<file path="config.mk">
export PLATFORM = sky130hd
export DESIGN_NAME = mc_control_unit_flat
export DESIGN_NICKNAME = d
export VERILOG_FILES = /design/src/rtl/mc_pkg.sv /design/src/rtl/mc_control_unit_if.sv /design/src/rtl/mc_alu_decoder.sv /design/src/rtl/mc_control_unit.sv /design/src/flat_wrapper.sv
export SDC_FILE = /design/constraint.sdc
export NUM_CORES = 1
export LEC_CHECK = 0
export ABC_AREA = 0
export CAP_MARGIN = 10
export CORE_MARGIN = 1
export CORE_UTILIZATION = 25
export CTS_CLUSTER_SIZE = 14
export DETAILED_ROUTE_END_ITERATION = 8
export GPL_ROUTABILITY_DRIVEN = 0
export SLEW_MARGIN = 40
export SYNTH_ARGS = -nofsm -noshare
export SYNTH_HDL_FRONTEND = slang
export SYNTH_SLANG_ARGS = --single-unit
export TNS_END_PERCENT = 5
</file>
<file path="constraint.sdc">
create_clock -name clk -period 2.3 [get_ports clk]
set_input_delay 0.46 -clock clk [delete_from_list [all_inputs] [get_ports clk]]
set_output_delay 0.46 -clock clk [all_outputs]
set_load 0.01 [all_outputs]
</file>
<file path="src/rtl/mc_pkg.sv">
// Shared types and encodings for the multicycle RV32I control unit.
// Holds the FSM state enum, supported opcodes, ALU operation codes,
// datapath mux-select encodings and the immediate-format helper.
package mc_pkg;

    typedef enum logic [3:0] {
        StFetch,
        StDecode,
        StMemAdr,
        StMemRead,
        StMemWb,
        StMemWrite,
        StExecR,
        StExecI,
        StAluWb,
        StBranch,
        StJal,
        StTrap
    } state_t;

    // Supported opcodes
    localparam logic [6:0] OpRAlu   = 7'b0110011;
    localparam logic [6:0] OpIAlu   = 7'b0010011;
    localparam logic [6:0] OpLw     = 7'b0000011;
    localparam logic [6:0] OpSw     = 7'b0100011;
    localparam logic [6:0] OpBranch = 7'b1100011;
    localparam logic [6:0] OpJal    = 7'b1101111;

    // ALU operation codes
    localparam logic [3:0] AluAdd = 4'b0000;
    localparam logic [3:0] AluSub = 4'b0001;
    localparam logic [3:0] AluAnd = 4'b0010;
    localparam logic [3:0] AluOr  = 4'b0011;
    localparam logic [3:0] AluXor = 4'b0100;
    localparam logic [3:0] AluSlt = 4'b0101;
    localparam logic [3:0] AluSll = 4'b0110;
    localparam logic [3:0] AluSrl = 4'b0111;
    localparam logic [3:0] AluSra = 4'b1000;

    // Operation class requested from the ALU decoder
    typedef enum logic [1:0] {
        AluOpAdd,
        AluOpSub,
        AluOpFunct
    } alu_op_t;

    // Mux selects
    localparam logic [1:0] SrcAPc     = 2'b00;
    localparam logic [1:0] SrcAOldPc  = 2'b01;
    localparam logic [1:0] SrcAReg    = 2'b10;
    localparam logic [1:0] SrcBReg    = 2'b00;
    localparam logic [1:0] SrcBImm    = 2'b01;
    localparam logic [1:0] SrcBFour   = 2'b10;
    localparam logic [1:0] ResAluOut  = 2'b00;
    localparam logic [1:0] ResMdr     = 2'b01;
    localparam logic [1:0] ResAlu     = 2'b10;
    localparam logic [2:0] ImmI       = 3'b000;
    localparam logic [2:0] ImmS       = 3'b001;
    localparam logic [2:0] ImmB       = 3'b010;
    localparam logic [2:0] ImmJ       = 3'b011;

    // Immediate format implied by the opcode; unknown opcodes fall back to I.
    function automatic logic [2:0] imm_src_of(input logic [6:0] op);
        logic [2:0] r;
        r = ImmI;
        if (op == OpSw)          r = ImmS;
        else if (op == OpBranch) r = ImmB;
        else if (op == OpJal)    r = ImmJ;
        return r;
    endfunction

endpackage

</file>
<file path="src/rtl/mc_control_unit_if.sv">
// Control/datapath bundle of the multicycle core.
// Decode fields, ALU zero flag and memory ready flow into the control unit;
// memory request, datapath enables and mux selects flow out of it.
// master: control unit side. slave: datapath/memory side.
interface mc_control_unit_if;

    logic [6:0] opcode;
    logic [2:0] funct3;
    logic       funct7b5;
    logic       zero;
    logic       mem_ready;

    logic       mem_req;
    logic       mem_write;
    logic       adr_src;
    logic       ir_write;
    logic       pc_write;
    logic       reg_write;
    logic [1:0] alu_src_a;
    logic [1:0] alu_src_b;
    logic [3:0] alu_ctrl;
    logic [1:0] result_src;
    logic [2:0] imm_src;
    logic       instr_done;
    logic       illegal;

    modport master (
        input  opcode, funct3, funct7b5, zero, mem_ready,
        output mem_req, mem_write, adr_src, ir_write, pc_write, reg_write,
               alu_src_a, alu_src_b, alu_ctrl, result_src, imm_src,
               instr_done, illegal
    );

    modport slave (
        output opcode, funct3, funct7b5, zero, mem_ready,
        input  mem_req, mem_write, adr_src, ir_write, pc_write, reg_write,
               alu_src_a, alu_src_b, alu_ctrl, result_src, imm_src,
               instr_done, illegal
    );

endinterface

</file>
<file path="src/rtl/mc_alu_decoder.sv">
// Combinational ALU decoder.
// alu_op   : forced ADD, forced SUB, or decode from funct fields
// funct3   : IR[14:12]
// funct7b5 : IR[30]; selects SUB (R-type only) and SRA over SRL
// is_rtype : instruction is R-type
// alu_ctrl : ALU operation code
module mc_alu_decoder
    import mc_pkg::*;
(
    input  alu_op_t    alu_op,
    input  logic [2:0] funct3,
    input  logic       funct7b5,
    input  logic       is_rtype,
    output logic [3:0] alu_ctrl
);

    always_comb begin
        alu_ctrl = AluAdd;
        unique case (alu_op)
            AluOpAdd: alu_ctrl = AluAdd;
            AluOpSub: alu_ctrl = AluSub;
            AluOpFunct: begin
                unique case (funct3)
                    3'b000:  alu_ctrl = (is_rtype && funct7b5) ? AluSub : AluAdd;
                    3'b001:  alu_ctrl = AluSll;
                    3'b010:  alu_ctrl = AluSlt;
                    3'b100:  alu_ctrl = AluXor;
                    3'b101:  alu_ctrl = funct7b5 ? AluSra : AluSrl;
                    3'b110:  alu_ctrl = AluOr;
                    3'b111:  alu_ctrl = AluAnd;
                    default: alu_ctrl = AluAdd;
                endcase
            end
            default: alu_ctrl = AluAdd;
        endcase
    end

endmodule

</file>
<file path="src/rtl/mc_control_unit.sv">
// Main control FSM of the multicycle RV32I core.
// clk   : core clock, rising edge
// rst_n : asynchronous active-low reset
// bus   : decode fields / zero / mem_ready in; memory request, datapath
//         enables, mux selects, instr_done and sticky illegal out
module mc_control_unit
    import mc_pkg::*;
(
    input  logic               clk,
    input  logic               rst_n,
    mc_control_unit_if.master  bus
);

    state_t     state_q, state_d;
    logic       illegal_q;
    alu_op_t    alu_op;
    logic [3:0] alu_ctrl;
    logic       br_ok;

    logic       mem_req, mem_write, adr_src, ir_write, pc_write, reg_write, done;
    logic [1:0] src_a, src_b, res_src;
    logic [2:0] imm_src;

    mc_alu_decoder u_alu_dec (
        .alu_op   (alu_op),
        .funct3   (bus.funct3),
        .funct7b5 (bus.funct7b5),
        .is_rtype (bus.opcode == OpRAlu),
        .alu_ctrl (alu_ctrl)
    );

    // Only BEQ/BNE are supported
    assign br_ok = (bus.funct3[2:1] == 2'b00);

    always_ff @(posedge clk or negedge rst_n) begin
        if (!rst_n) begin
            state_q   <= StFetch;
            illegal_q <= 1'b0;
        end else begin
            state_q <= state_d;
            if (state_d == StTrap) illegal_q <= 1'b1;
        end
    end

    always_comb begin
        state_d   = state_q;
        mem_req   = 1'b0;
        mem_write = 1'b0;
        adr_src   = 1'b0;
        ir_write  = 1'b0;
        pc_write  = 1'b0;
        reg_write = 1'b0;
        done      = 1'b0;
        src_a     = SrcAPc;
        src_b     = SrcBReg;
        res_src   = ResAluOut;
        imm_src   = ImmI;
        alu_op    = AluOpAdd;

        unique case (state_q)
            StFetch: begin
                mem_req = 1'b1;
                src_b   = SrcBFour;
                res_src = ResAlu;
                if (bus.mem_ready) begin
                    ir_write = 1'b1;
                    pc_write = 1'b1;
                    state_d  = StDecode;
                end
            end
            StDecode: begin
                // Branch/jump target lands in ALUOut for later states
                src_a   = SrcAOldPc;
                src_b   = SrcBImm;
                imm_src = imm_src_of(bus.opcode);
                if (bus.opcode == OpLw || bus.opcode == OpSw) state_d = StMemAdr;
                else if (bus.opcode == OpRAlu)                state_d = StExecR;
                else if (bus.opcode == OpIAlu)                state_d = StExecI;
                else if (bus.opcode == OpBranch)              state_d = StBranch;
                else if (bus.opcode == OpJal)                 state_d = StJal;
                else                                          state_d = StTrap;
            end
            StMemAdr: begin
                src_a   = SrcAReg;
                src_b   = SrcBImm;
                state_d = (bus.opcode == OpLw) ? StMemRead : StMemWrite;
            end
            StMemRead: begin
                mem_req = 1'b1;
                adr_src = 1'b1;
                if (bus.mem_ready) state_d = StMemWb;
            end
            StMemWb: begin
                res_src   = ResMdr;
                reg_write = 1'b1;
                done      = 1'b1;
                state_d   = StFetch;
            end
            StMemWrite: begin
                mem_req   = 1'b1;
                mem_write = 1'b1;
                adr_src   = 1'b1;
                if (bus.mem_ready) begin
                    done    = 1'b1;
                    state_d = StFetch;
                end
            end
            StExecR: begin
                src_a   = SrcAReg;
                src_b   = SrcBReg;
                alu_op  = AluOpFunct;
                state_d = StAluWb;
            end
            StExecI: begin
                src_a   = SrcAReg;
                src_b   = SrcBImm;
                alu_op  = AluOpFunct;
                state_d = StAluWb;
            end
            StAluWb: begin
                reg_write = 1'b1;
                done      = 1'b1;
                state_d   = StFetch;
            end
            StBranch: begin
                src_a  = SrcAReg;
                src_b  = SrcBReg;
                alu_op = AluOpSub;
                if (br_ok) begin
                    // BEQ takes on zero, BNE (funct3[0]=1) on not-zero
                    pc_write = bus.zero ^ bus.funct3[0];
                    done     = 1'b1;
                    state_d  = StFetch;
                end else begin
                    state_d = StTrap;
                end
            end
            StJal: begin
                // PC <- ALUOut (target) while ALU forms the link OldPC+4
                pc_write = 1'b1;
                src_a    = SrcAOldPc;
                src_b    = SrcBFour;
                state_d  = StAluWb;
            end
            StTrap: state_d = StTrap;
            default: state_d = StFetch;
        endcase
    end

    // Every strobe is held low while reset is asserted
    always_comb begin
        bus.mem_req    = rst_n & mem_req;
        bus.mem_write  = rst_n & mem_write;
        bus.adr_src    = rst_n & adr_src;
        bus.ir_write   = rst_n & ir_write;
        bus.pc_write   = rst_n & pc_write;
        bus.reg_write  = rst_n & reg_write;
        bus.instr_done = rst_n & done;
        bus.illegal    = rst_n & illegal_q;
        bus.alu_src_a  = rst_n ? src_a   : 2'b00;
        bus.alu_src_b  = rst_n ? src_b   : 2'b00;
        bus.alu_ctrl   = rst_n ? alu_ctrl : 4'b0000;
        bus.result_src = rst_n ? res_src : 2'b00;
        bus.imm_src    = rst_n ? imm_src : 3'b000;
    end

endmodule

</file>
<file path="src/flat_wrapper.sv">
// flat-port wrapper written by rule: the top's interface ports become plain ports
module mc_control_unit_flat import mc_pkg::*;
  (clk, rst_n, bus_opcode, bus_funct3, bus_funct7b5, bus_zero, bus_mem_ready, bus_mem_req, bus_mem_write, bus_adr_src, bus_ir_write, bus_pc_write, bus_reg_write, bus_alu_src_a, bus_alu_src_b, bus_alu_ctrl, bus_result_src, bus_imm_src, bus_instr_done, bus_illegal);
  mc_control_unit_if bus_i ();
  input  logic clk;
  input  logic rst_n;
  input wire logic [$bits(bus_i.opcode)-1:0] bus_opcode;
  input wire logic [$bits(bus_i.funct3)-1:0] bus_funct3;
  input wire logic [$bits(bus_i.funct7b5)-1:0] bus_funct7b5;
  input wire logic [$bits(bus_i.zero)-1:0] bus_zero;
  input wire logic [$bits(bus_i.mem_ready)-1:0] bus_mem_ready;
  output wire logic [$bits(bus_i.mem_req)-1:0] bus_mem_req;
  output wire logic [$bits(bus_i.mem_write)-1:0] bus_mem_write;
  output wire logic [$bits(bus_i.adr_src)-1:0] bus_adr_src;
  output wire logic [$bits(bus_i.ir_write)-1:0] bus_ir_write;
  output wire logic [$bits(bus_i.pc_write)-1:0] bus_pc_write;
  output wire logic [$bits(bus_i.reg_write)-1:0] bus_reg_write;
  output wire logic [$bits(bus_i.alu_src_a)-1:0] bus_alu_src_a;
  output wire logic [$bits(bus_i.alu_src_b)-1:0] bus_alu_src_b;
  output wire logic [$bits(bus_i.alu_ctrl)-1:0] bus_alu_ctrl;
  output wire logic [$bits(bus_i.result_src)-1:0] bus_result_src;
  output wire logic [$bits(bus_i.imm_src)-1:0] bus_imm_src;
  output wire logic [$bits(bus_i.instr_done)-1:0] bus_instr_done;
  output wire logic [$bits(bus_i.illegal)-1:0] bus_illegal;
  assign bus_i.opcode = bus_opcode;
  assign bus_i.funct3 = bus_funct3;
  assign bus_i.funct7b5 = bus_funct7b5;
  assign bus_i.zero = bus_zero;
  assign bus_i.mem_ready = bus_mem_ready;
  assign bus_mem_req = bus_i.mem_req;
  assign bus_mem_write = bus_i.mem_write;
  assign bus_adr_src = bus_i.adr_src;
  assign bus_ir_write = bus_i.ir_write;
  assign bus_pc_write = bus_i.pc_write;
  assign bus_reg_write = bus_i.reg_write;
  assign bus_alu_src_a = bus_i.alu_src_a;
  assign bus_alu_src_b = bus_i.alu_src_b;
  assign bus_alu_ctrl = bus_i.alu_ctrl;
  assign bus_result_src = bus_i.result_src;
  assign bus_imm_src = bus_i.imm_src;
  assign bus_instr_done = bus_i.instr_done;
  assign bus_illegal = bus_i.illegal;
  mc_control_unit u_core (.clk(clk), .rst_n(rst_n), .bus(bus_i));
endmodule
</file>
==> reports/metrics.yaml <==
status: "finished with violations"
violations: "setup timing"
antenna_found_initial: 0
via_count: 1185
crit_chain: "nand2b_4 > or3_4 > ha_4 > nand3b_1 > o31ai_2 > buf_2"
cts.path.max_buffers: 2
synth.most_common_cell: "nand2_1"
die-area_um2: 3770
rsz0062_at_grt: "yes"
overflow: 0
maxSlewViolCount: 0
synth_top_area_frac: 0.142
syn_avg_cell_area_um2: 7.12
setup_ws_ps: -41.0
drt-pass1-iter-count: 4
pin_count: 36
synthArstFlopShare: 1.00
num-nets-final: 207
clock_latency_ps: 250
slowest_delay_ps: 370
arrival_ps: 1880
die_h_um: 61.4
end_kind: "output port"
grt_use_total: 0.168
avgViaCountPerCell: 5.04
synth_fp_nets: 141
synthFlopType: "dfrtp_1"
drive_gt1_frac: 0.429
fp.dieW_um: 61.4
hold_path.class: "input port to async pin"
cp_slowest_cell: "dfrtp_1"
hold_viol_final: 0
final.setup_skew_ps: 0.639
yosys.area.top_type: "dfrtp_1"
path_clk_slew_ps: 40
drcViolationCount: 0
ys_seq_area_frac: 0.142
numPortBuffers: 34
path_max_fanout: 3
leakagePower_nw: 0.722
synthTopCellsByCount: "nand2_1 (11), nor3_1 (10), a21oi_1 (9), inv_1 (7), o21ai_0 (7)"
ys_types: 50
holdWs_ps: 556
peakVddDrop_mv: 0.412
cts_tree: "done"
setup_tns_ps: -44.8
post_cts.repair.setup_buffers: 0
dpl.hpwl_mm: 2.19
cts_max_level: 1
drtAntennaViolNets: 0
syn_area_um2: 883
cts_sinks: 5
area_delta_synth_final_pct: 84.8
period_needed_ps: 2340
clock.fmax_mhz: 427
required_ps: 1840
instances_no_fill: 235
drtIter0Drc: 21
cts-root-buf: "clkbuf_4"
synth_seq_cells: 5
wl_per_cell_um: 12.2
grt_max_degree: 22
fin_crit_sh: 1.02
synth_area_leaders: "dfrtp_1 (14%), nor3_1 (5.7%), a21oi_1 (5.1%), nand2_1 (4.7%), o21ai_0 (4.0%)"
core_um2: 3360
crit_path_start_kind: "flop"
criticalPathCategory: "flop to output port"
yosys_warnings: 0
setup_violations: 2
place_inst: 231
wirelength_mm: 2.86
start_util: 0.263
grt_pass1_wl_mm: 4.77
cts_buffers: 3
maxCapViolCount: 0
grt_pass1_vias: 1135
synth_edf_count: 0
diodes: 0
p_per_area_nw_per_um2: 842
synthCells: 124
num_rows: 21
## cell usage in the layout (no fill, tap or decap), drive strengths merged, types with 6 or more instances in the layout
master         instances
a21oi                 10
o21ai                  7
dlygate4sd2            6
inv                    8
nor3                  10
nand2                 11
clkbuf                 8
buf                   40
clkdlybuf4s50         14
## worst max-delay path, delay by kind of cell, from the launching register on
| kind | cells | cell delay, ps |
|---|---|---|
| AO/OA/AOI/OAI | 1 | 180 |
| adder cells (fa/ha/maj) | 1 | 220 |
| buffers and inverters | 1 | 170 |
| AND/OR/NAND/NOR | 3 | 680 |
| flip-flops | 1 | 370 |
## sequential cells by signal, summed over array words and instances, names as in the netlist
name and flops:
u_core.state_q 4, u_core.illegal_q 1
## power breakdown
| part | total, W | internal [W] | leakage (nW) | switching, W |
|---|---|---|---|---|
| Combinational | 0.00111 | 0.000543 | 0.644 | 0.000570 |
| Sequential | 0.000155 | 0.000129 | 0.0634 | 0.0000263 |
| Clock | 0.000107 | 0.0000659 | 0.0150 | 0.0000416 |
| Total | 0.00137 | 0.000737 | 0.722 | 0.000638 |
## timing repair
action,4_1_cts,5_1_grt
hold buffers,0,0
resized for setup,54,24
setup endpoints to repair,19,16
pin swaps,2,2
## path summary, 6_finish.rpt
check | start | to | slack, ps | cells past startpoint
setup / recovery | u_core.state_q[2] | bus_alu_ctrl[0] | -40 | 6
hold / removal | rst_n | u_core.illegal_q | 560 | 2
setup reg to reg | u_core.state_q[3] | u_core.illegal_q | 530 | 5
hold reg to reg | u_core.illegal_q | u_core.illegal_q | 640 | 2
max in group asynchronous | rst_n | u_core.state_q[3] | 1610 | 2
min in group clk | u_core.illegal_q | u_core.illegal_q | 640 | 2
## cells by family after synthesis
family	after synthesis	synth area share
adders and majority gates	2	0.0283
xor gates and xnor gates	4	0.0397
other	1	0.00425
buffers and inverters	16	0.0864
and+or+nand+nor	64	0.439
AOI/OAI and AO/OA	32	0.261
DFF	5	0.142
## stage by stage
stage | utilization | worst slack (ps) | total power [W] | area, um2
floorplan | - | -12.9 | 0.000784 | 888
global placement | 0.451 | -551 | 0.00118 | 1520
detailed placement | 0.451 | -566 | 0.00119 | 1520
CTS | 0.472 | -148 | 0.00133 | 1590
global route | 0.485 | -153 | 0.00149 | 1630
finish | 0.485 | -41.0 | 0.00137 | 1630
## layout make-up
cell class,instances,area [um2]
Multi-Input combinational cell,103,821
Fill cell,375,1730
Tap cell,46,57.6
Sequential cell,5,125
Timing Repair Buffer,69,573
Clock buffer,4,26.3
Inverter,8,30.0
## routing by layer
layer	vias up	track usage	part of all wire	wire, um
met5	-	0	0	0
met4	0	0.0476	0.010	29
met3	4	0.0315	0.039	113
met2	22	0.293	0.51	1450
met1	562	0.210	0.44	1270
li1	597	-	-	-
(Power assumes the default switching activity.)
